<file path="src/rtl/hex_keypad_emulator_if.sv">
// Request side of the hex keypad emulator: valid/ready press requests plus the
// completion pulse. The requester uses master, the emulator uses slave.
interface hex_keypad_emulator_if #(
  parameter int HOLD_W = 8
);
  logic              key_valid;
  logic [3:0]        key_code;
  logic [HOLD_W-1:0] key_hold;
  logic              key_ready;
  logic              done;

  modport master (
    output key_valid, key_code, key_hold,
    input  key_ready, done
  );

  modport slave (
    input  key_valid, key_code, key_hold,
    output key_ready, done
  );
endinterface

</file>
<file path="src/rtl/hex_keypad_emulator.sv">
// 4x4 hex keypad responder: turns a key-press request into a bouncing contact
// closure and senses the scanner's column drive onto the selected row.
module hex_keypad_emulator #(
  parameter int HOLD_W        = 8,
  parameter int BOUNCE_CYCLES = 4,
  parameter int GAP_CYCLES    = 8
) (
  input  logic                 clock,
  input  logic                 reset,
  hex_keypad_emulator_if.slave req,
  input  logic [3:0]           Col,
  output logic [3:0]           Row,
  output logic                 S_Row,
  output logic                 pressed
);

  function automatic int max3(input int a, input int b, input int c);
    int m;
    m = (a > b) ? a : b;
    return (m > c) ? m : c;
  endfunction

  // The counter must reach hold-1 for the largest hold without wrapping.
  localparam int CNT_SPAN = max3(2**HOLD_W, BOUNCE_CYCLES, GAP_CYCLES);
  localparam int CNT_W    = (CNT_SPAN > 2) ? $clog2(CNT_SPAN) : 1;

  localparam logic [CNT_W-1:0] BOUNCE_LAST = CNT_W'(BOUNCE_CYCLES - 1);
  localparam logic [CNT_W-1:0] GAP_LAST    = CNT_W'(GAP_CYCLES - 1);

  typedef enum logic [2:0] {
    ST_IDLE,
    ST_MAKE,
    ST_HOLD,
    ST_BREAK,
    ST_GAP
  } state_t;

  state_t            state_q,   state_d;
  logic [3:0]        code_q,    code_d;
  logic [HOLD_W-1:0] hold_q,    hold_d;
  logic [CNT_W-1:0]  cnt_q,     cnt_d;
  logic              contact_q, contact_d;
  logic              s_row_q,   s_row_d;
  logic              done_q,    done_d;

  logic [CNT_W-1:0]  hold_last;

  assign hold_last = CNT_W'(hold_q) - CNT_W'(1);

  // cnt_q is the index of the current cycle within the current state; every
  // register describes the cycle that follows the next rising edge.
  // NOTE: always_comb assigns every output a default first so no latch is inferred.
  always_comb begin
    state_d   = state_q;
    code_d    = code_q;
    hold_d    = hold_q;
    cnt_d     = cnt_q;
    contact_d = contact_q;

    case (state_q)
      ST_IDLE: begin
        contact_d = 1'b0;
        if (req.key_valid) begin
          code_d    = req.key_code;
          hold_d    = (req.key_hold == '0) ? HOLD_W'(1) : req.key_hold;
          cnt_d     = '0;
          contact_d = 1'b1;
          state_d   = (BOUNCE_CYCLES > 0) ? ST_MAKE : ST_HOLD;
        end
      end

      ST_MAKE: begin
        if (cnt_q == BOUNCE_LAST) begin
          cnt_d     = '0;
          contact_d = 1'b1;
          state_d   = ST_HOLD;
        end else begin
          cnt_d     = cnt_q + CNT_W'(1);
          contact_d = cnt_q[0];          // closed on even cycle indices
        end
      end

      ST_HOLD: begin
        if (cnt_q == hold_last) begin
          cnt_d     = '0;
          contact_d = 1'b0;
          state_d   = (BOUNCE_CYCLES > 0) ? ST_BREAK : ST_GAP;
        end else begin
          cnt_d     = cnt_q + CNT_W'(1);
          contact_d = 1'b1;
        end
      end

      ST_BREAK: begin
        if (cnt_q == BOUNCE_LAST) begin
          cnt_d     = '0;
          contact_d = 1'b0;
          state_d   = ST_GAP;
        end else begin
          cnt_d     = cnt_q + CNT_W'(1);
          contact_d = ~cnt_q[0];         // open on even cycle indices
        end
      end

      ST_GAP: begin
        contact_d = 1'b0;
        if (cnt_q == GAP_LAST) begin
          cnt_d   = '0;
          state_d = ST_IDLE;
        end else begin
          cnt_d = cnt_q + CNT_W'(1);
        end
      end

      default: begin
        cnt_d     = '0;
        contact_d = 1'b0;
        state_d   = ST_IDLE;
      end
    endcase

    done_d = (state_d == ST_GAP) && (cnt_d == GAP_LAST);
  end

  // Row sensing is purely combinational so the scanner sees its column drive
  // reflected in the same cycle.
  always_comb begin
    Row = 4'b0000;
    if (contact_q && Col[code_q[1:0]]) begin
      Row = 4'b0001 << code_q[3:2];
    end
    s_row_d = |Row;
  end

  // NOTE: sequential state uses non-blocking assignments so every flop samples
  // pre-edge values regardless of evaluation order.
  always_ff @(posedge clock or posedge reset) begin
    if (reset) begin
      state_q   <= ST_IDLE;
      code_q    <= '0;
      hold_q    <= '0;
      cnt_q     <= '0;
      contact_q <= 1'b0;
      s_row_q   <= 1'b0;
      done_q    <= 1'b0;
    end else begin
      state_q   <= state_d;
      code_q    <= code_d;
      hold_q    <= hold_d;
      cnt_q     <= cnt_d;
      contact_q <= contact_d;
      s_row_q   <= s_row_d;
      done_q    <= done_d;
    end
  end

  assign req.key_ready = (state_q == ST_IDLE);
  assign req.done      = done_q;
  assign S_Row         = s_row_q;
  assign pressed       = contact_q;

endmodule

</file>
<file path="src/flat_wrapper.sv">
// flat-port wrapper written by rule: the top's interface ports become plain ports
module hex_keypad_emulator_flat 
#(
  parameter int HOLD_W        = 8,
  parameter int BOUNCE_CYCLES = 4,
  parameter int GAP_CYCLES    = 8
)
  (clock, reset, Col, Row, S_Row, pressed, req_key_valid, req_key_code, req_key_hold, req_key_ready, req_done);
  hex_keypad_emulator_if #(.HOLD_W(HOLD_W)) req_i ();
  input  logic clock;
  input  logic reset;
  input  logic [3:0] Col;
  output logic [3:0] Row;
  output logic S_Row;
  output logic pressed;
  input wire logic [$bits(req_i.key_valid)-1:0] req_key_valid;
  input wire logic [$bits(req_i.key_code)-1:0] req_key_code;
  input wire logic [$bits(req_i.key_hold)-1:0] req_key_hold;
  output wire logic [$bits(req_i.key_ready)-1:0] req_key_ready;
  output wire logic [$bits(req_i.done)-1:0] req_done;
  assign req_i.key_valid = req_key_valid;
  assign req_i.key_code = req_key_code;
  assign req_i.key_hold = req_key_hold;
  assign req_key_ready = req_i.key_ready;
  assign req_done = req_i.done;
  hex_keypad_emulator #(.HOLD_W(HOLD_W), .BOUNCE_CYCLES(BOUNCE_CYCLES), .GAP_CYCLES(GAP_CYCLES)) u_core (.clock(clock), .reset(reset), .req(req_i), .Col(Col), .Row(Row), .S_Row(S_Row), .pressed(pressed));
endmodule
</file>
<file path="config.mk">
export PLATFORM = sky130hd
export DESIGN_NAME = hex_keypad_emulator_flat
export DESIGN_NICKNAME = d
export VERILOG_FILES = /design/src/rtl/hex_keypad_emulator_if.sv /design/src/rtl/hex_keypad_emulator.sv /design/src/flat_wrapper.sv
export SDC_FILE = /design/constraint.sdc
export NUM_CORES = 1
export LEC_CHECK = 0
export BUFFER_PORTS_ARGS = -buffer_cell sky130_fd_sc_hd__buf_2
export CORE_MARGIN = 10
export CORE_UTILIZATION = 50
export DETAILED_ROUTE_END_ITERATION = 8
export GPL_ROUTABILITY_DRIVEN = 0
export PLACE_DENSITY = 0.8
export SYNTH_ARGS = -nofsm -noshare
export SYNTH_HDL_FRONTEND = slang
export SYNTH_SLANG_ARGS = --single-unit
export TNS_END_PERCENT = 5
</file>
<file path="constraint.sdc">
create_clock -name clock -period 4.15 [get_ports clock]
set_input_delay 0.83 -clock clock [delete_from_list [all_inputs] [get_ports clock]]
set_output_delay 0.83 -clock clock [all_outputs]
set_load 0.005 [all_outputs]
</file>
==> qor.csv, run 1 <==
stage,metric,value,unit
grt,initial antenna violation count,0,
sta,RSZ-0062 raised after global routing,false,
grt,grt ovf,0,
drt,Antenna Nets Post-Route,0,
drt,routed vias,1372,
placed_design,Port Buf Inserts,26,
floorplan,Initial Utilization,0.533,
synthesis,Mapped Cells,173,
synthesis,most common cell in the netlist,dfrtp_1,
sta,setup_tns,0,ns
drt,aggregate routed wire length,3.66,mm
synthesis,cell taking the most area after synthesis,dfrtp_1,
critical_path,Slowest cell on crit path,or4b_2,
critical_path,Crit path largest cell delay,0.62,ns
critical_path,worst path buffer plus inverter count,0,
clock_network,post_cts resized,0,
sta,final hold viol count,0,
floorplan,Die Wd,77.5,um
synthesis,syn_nets,194,
layout,Fill cells,286,
floorplan,Die Y,77.5,um
worst_hold_path,Worst Hold Launch,u_core.code_q[1],
grt,pin count of the biggest net entering global routing,27,
synthesis,Unique masters post-synth,46,
critical_path,WS Path Type,reg -> reg,
synthesis,register area share after synthesis,0.394,
clock_network,Post-CTS Setup Repair Bufs,0,
clock_network,H-Tree Depth,1,
floorplan,Core Area,0.00310,mm^2
critical_path,Worst Setup End Kind,register,
sta,fin crit share,0.676,
layout,"non-filler cells, final",236,
floorplan,Die ar.,0.00601,mm^2
placed_design,Placed Area,0.00178,mm^2
layout,final net count,215,
power,VDD IR-drop max,0.000269,V
power,static leakage,0.785,nW
grt,vias in the first global route,1358,
clock_network,CTS Buffer Depth,2,
critical_path,WP data arrival,3.02,ns
critical_path,CP max FO,7,
drt,WL/cell,15.5,um
sta,final slew viol count,0,
placed_design,DP Wirelength,2.90,mm
clock_network,worst-skew pair later-pin latency,0.32,ns
layout,layout cell share with drive strength beyond 1,0.250,
sta,minimum clock period after layout,2.81,ns
floorplan,Std-Cell Rows,20,
critical_path,cell family with most CP delay,simple AND/OR/NAND/NOR gates,
power,power per cell area,663,mW/mm^2
layout,area delta synth->final,9.08,%
critical_path,cells along the critical path,ha_1 -> or4b_2 -> nor4_1 -> nor3b_1 -> or2_2 -> a211oi_1 -> nor3_1,
layout,Antenna diodes,0,
synthesis,"flops & latches, synth",26,
synthesis,commonest cells in the synthesized netlist,"dfrtp_1 (26), o21ai_0 (14), nor2_1 (12)",
synthesis,yosys warns,0,
critical_path,Worst Setup Start Kind,register,
grt,Total GRT Usage,0.123,
clock_network,CTS Buf Count,3,
synthesis,Async SR Flop Fraction,1.00,
critical_path,Crit path required time,4.37,ns
drt,DRC viols,0,
critical_path,Critical path origin,u_core.cnt_q[0],
synthesis,Main synth FF type,dfrtp_1,
critical_path,r2r startpoint,u_core.cnt_q[0],
drt,Vias/cell,5.81,
placed_design,placed cells,233,
clock_network,CTS tree,done,
synthesis,Syn Std Cell Area,0.00165,mm^2
layout,Final Cell Area,0.00180,mm^2
sta,fmax,356,MHz
synthesis,area fraction of the dominant cell type after synthesis,0.394,
clock_network,root buf cell,clkbuf_4,
synthesis,largest cells by area after synthesis,"dfrtp_1 (39%), mux2_2 (6.8%), o21ai_0 (4.2%)",
outcome,status,completed,
job,Max-Cap Viols,0,
clock_network,hold buffer count at CTS,0,
synthesis,Post-Syn Area per Cell,9.55,um^2
floorplan,# IOs,27,
grt,first-pass GRT wire length,6.23,mm
drt,initial drt markers,87,
drt,TritonRoute pass-1 iters,4,
sta,worst slew pin tran,0.976,ns
clock_network,clk slew on worst S/H paths,0.14,ns
clock_network,CTS sink count,26,
sta,Final setup viols,0,
sta,Clock Skew,0.0118,ns
worst_hold_path,Hold/Removal Path Class,reg -> reg,
sta,worst rel slew slack,0.349,
sta,Hold WS,0.539,ns
synthesis,"EDFF count, synth",0,
[kinds of logic (layout without fill, tap and decap cells)]
group,after synthesis,in the layout,share of synthesized area
AO/OA/AOI/OAI,35,35,0.152
adder cells (fa/ha/maj),2,2,0.0151
flip-flops,26,26,0.394
AND/OR/NAND/NOR,68,68,0.233
multiplexers,11,11,0.0818
XOR/XNOR,13,13,0.0689
buffers and inverters,18,37,0.0553
[power by group]
group	internal, mW	leakage (nW)	switching (mW)
clock	0.0341	0.0138	0.0713
sequential	0.353	0.325	0.147
combinational	0.295	0.446	0.294
total	0.682	0.785	0.513
[per-stage QoR]
stage	power (mW)	setup WS (ns)	util
3_5_place_dp	1.10	1.38	0.574
4_1_cts	1.20	1.37	0.581
6_report	1.19	1.34	0.581
2_1_floorplan	0.960	1.53	-
3_3_place_gp	1.06	1.42	0.574
5_1_grt	1.30	1.13	0.581
[cell usage in the layout (no fill, tap or decap), types with 2 or more instances in the layout]
cell type / Yosys / layout
nor4_1: 4 / 4
nor3b_1: 4 / 4
nor2_1: 12 / 12
nand2b_1: 2 / 2
or3_1: 2 / 2
nand2_1: 9 / 9
a21oi_1: 5 / 5
nor4b_1: 2 / 2
inv_1: 7 / 7
buf_2: 1 / 26
clkbuf_4: 0 / 3
or4_1: 2 / 2
and3_1: 6 / 6
xor2_1: 5 / 5
nor2b_1: 3 / 3
nand4b_1: 2 / 2
ha_1: 2 / 2
mux2_2: 10 / 10
o21ai_0: 14 / 14
dfrtp_1: 26 / 26
nor3_1: 6 / 6
nand3_1: 7 / 7
xnor2_1: 8 / 8
a211oi_1: 4 / 4
[worst paths after layout]
| check | slack [ns] | end | cells past startpoint |
|---|---|---|---|
| worst min-delay path | 0.54 | u_core.code_q[1] | 1 |
| max in group asynchronous | 2.85 | u_core.hold_q[2] | 2 |
| worst min register to register | 0.54 | u_core.code_q[1] | 1 |
| min in group asynchronous | 0.71 | u_core.state_q[2] | 2 |
| worst max register to register | 1.34 | u_core.cnt_q[4] | 7 |
| worst max-delay path | 1.34 | u_core.cnt_q[4] | 7 |
[layer usage]
| metal | wire length (um) | track usage | up-vias | part of all wire |
|---|---|---|---|---|
| met4 | 38 | 0.0456 | 0 | 0.010 |
| li1 | - | - | 671 | - |
| met2 | 1860 | 0.207 | 44 | 0.51 |
| met1 | 1540 | 0.143 | 652 | 0.42 |
| met5 | 0 | 0 | - | 0 |
| met3 | 220 | 0.0392 | 5 | 0.060 |
[layout make-up]
cell class | count | area [um^2] | area share
Multi-Input combinational cell | 129 | 911 | 0.505
Sequential cell | 26 | 651 | 0.361
Timing Repair Buffer | 27 | 138 | 0.0763
Tap cell | 44 | 55.1 | 0.0305
Inverter | 7 | 26.3 | 0.0146
Clock buffer | 3 | 22.5 | 0.0125
[sequential cells by signal, indices dropped and copies added (netlist names)]
name / cells
u_core.state_q: 3
u_core.hold_q: 8
u_core.req.done: 1
u_core.cnt_q: 8
u_core.code_q: 4
u_core.pressed: 1
u_core.S_Row: 1
[worst reg2reg max path, cell delays in order (launching register included)]
cell	delay, ns
dfrtp_1	0.50
ha_1	0.29
or4b_2	0.62
nor4_1	0.40
nor3b_1	0.16
or2_2	0.38
a211oi_1	0.26
nor3_1	0.10
No activity file was read; power rests on OpenSTA's default activity.
==> run 2, diff against run 1 <==
Clock period 4.15 ns to 2.78 ns, I/O delays scaled along.
==> qor.csv, run 2 (synthesized netlist as in run 1, its figures left out) <==
stage,metric,value,unit
drt,DRC viols,0,
sta,final slew viol count,0,
grt,grt ovf,0,
grt,vias in the first global route,1420,
floorplan,Initial Utilization,0.533,
drt,aggregate routed wire length,3.92,mm
sta,RSZ-0062 raised after global routing,true,
critical_path,internal reg-to-reg setup slack,0.07,ns
clock_network,H-Tree Depth,1,
critical_path,WP data arrival,2.94,ns
critical_path,WS Path Type,reg -> reg,
floorplan,Die ar.,0.00601,mm^2
layout,area delta synth->final,14.7,%
layout,most frequent cells in the layout,"buf_2 (26), dfrtp_1 (26), o21ai_0 (13)",
floorplan,Die Wd,77.5,um
floorplan,Std-Cell Rows,20,
placed_design,DP Wirelength,2.97,mm
clock_network,CTS tree,done,
sta,Hold WS,0.444,ns
clock_network,CTS sink count,26,
layout,Largest regs,"u_core.cnt_q x8, u_core.hold_q x8, u_core.code_q x4",
drt,Antenna Nets Post-Route,0,
sta,final setup margin,0.0651,ns
layout,final net count,223,
grt,pin count of the biggest net entering global routing,27,
floorplan,Core Area,0.00310,mm^2
clock_network,clk slew on worst S/H paths,0.14,ns
critical_path,Crit path required time,3.00,ns
clock_network,CTS Buffer Depth,2,
floorplan,Die Y,77.5,um
sta,minimum clock period after layout,2.71,ns
placed_design,Port Buf Inserts,26,
floorplan,# IOs,27,
power,Power Total,1.94,mW
drt,Vias/cell,5.68,
critical_path,Worst Setup Start Kind,register,
layout,Antenna diodes,0,
placed_design,Placed Area,0.00183,mm^2
grt,Total GRT Usage,0.131,
job,Max-Cap Viols,0,
drt,WL/cell,16.0,um
layout,layout cell share with drive strength beyond 1,0.294,
sta,fin crit share,0.977,
grt,first-pass GRT wire length,6.64,mm
sta,Clock Skew,0.00202,ns
drt,initial drt markers,86,
placed_design,Place WS,0.0466,ns
power,power per cell area,1020,mW/mm^2
sta,final hold viol count,0,
critical_path,Worst Setup End Kind,register,
worst_hold_path,Hold/Removal Path Class,in -> async,
drt,TritonRoute pass-1 iters,4,
sta,worst rel slew slack,0.338,
sta,worst slew pin tran,0.992,ns
outcome,status,completed,
power,static leakage,0.835,nW
power,VDD IR-drop max,0.000482,V
grt,initial antenna violation count,0,
layout,Fill cells,289,
sta,Final setup viols,0,
sta,fmax,368,MHz
clock_network,worst-skew pair later-pin latency,0.32,ns
clock_network,CTS Buf Count,3,
clock_network,root buf cell,clkbuf_4,
critical_path,CP max FO,7,
layout,Final Cell Area,0.00190,mm^2
drt,routed vias,1392,
==> run 2: where the power goes <==
part / internal, mW / switching, mW
registers: 0.527 / 0.175
logic: 0.510 / 0.530
clock network: 0.0802 / 0.113
==> run 2: through the flow <==
stage          utilization  cells  setup TNS, ns
6_report             0.611    245              0
5_1_grt              0.611    245         -0.397
4_1_cts              0.602    244              0
3_5_place_dp         0.591    240              0
3_3_place_gp         0.591    240              0
2_1_floorplan            -    173              0
==> run 2: cell type report <==
type / count / area [um^2] / share of cell area
tap: 44 / 55.1 / 0.0290
sequential: 26 / 651 / 0.343
clock buffer: 4 / 36.3 / 0.0191
inverter: 7 / 26.3 / 0.0139
timing repair buffer: 35 / 198 / 0.104
multi-input combinational: 129 / 930 / 0.490
==> run 2: what timing repair did <==
action / 4_1_cts / 5_1_grt
hold buffers: 0 / 0
setup buffers: 0 / 1
resized for setup: 0 / 4
endpoints found under the setup margin: 0 / 6
==> run 2: path summary, 6_finish.rpt <==
kind,startpoint,endpoint,cells after the start
max in group asynchronous,reset,u_core.cnt_q[6],2
worst max register to register,u_core.hold_q[5],u_core.cnt_q[4],7
worst min-delay path,reset,u_core.code_q[1],2
worst min register to register,u_core.code_q[1],u_core.code_q[1],1
worst max-delay path,u_core.hold_q[5],u_core.cnt_q[4],7
min in group clock,req_key_hold[1],u_core.hold_q[1],3
==> run 2: layer usage <==
metal / track usage / vias up / wire length (um)
met4: 0.0602 / 0 / 54
met3: 0.0288 / 4 / 179
li1: - / 684 / -
met1: 0.153 / 668 / 1680
met2: 0.225 / 36 / 2010
met5: 0 / - / 0
==> run 2: critical path, stage by stage (launching register included) <==
cell and delay, ns:
dfrtp_1 0.44, or4_4 0.54, o21a_1 0.19, or4_1 0.55, a211oi_4 0.34, a2111oi_4 0.18
a211oi_1 0.27, nor3_1 0.09
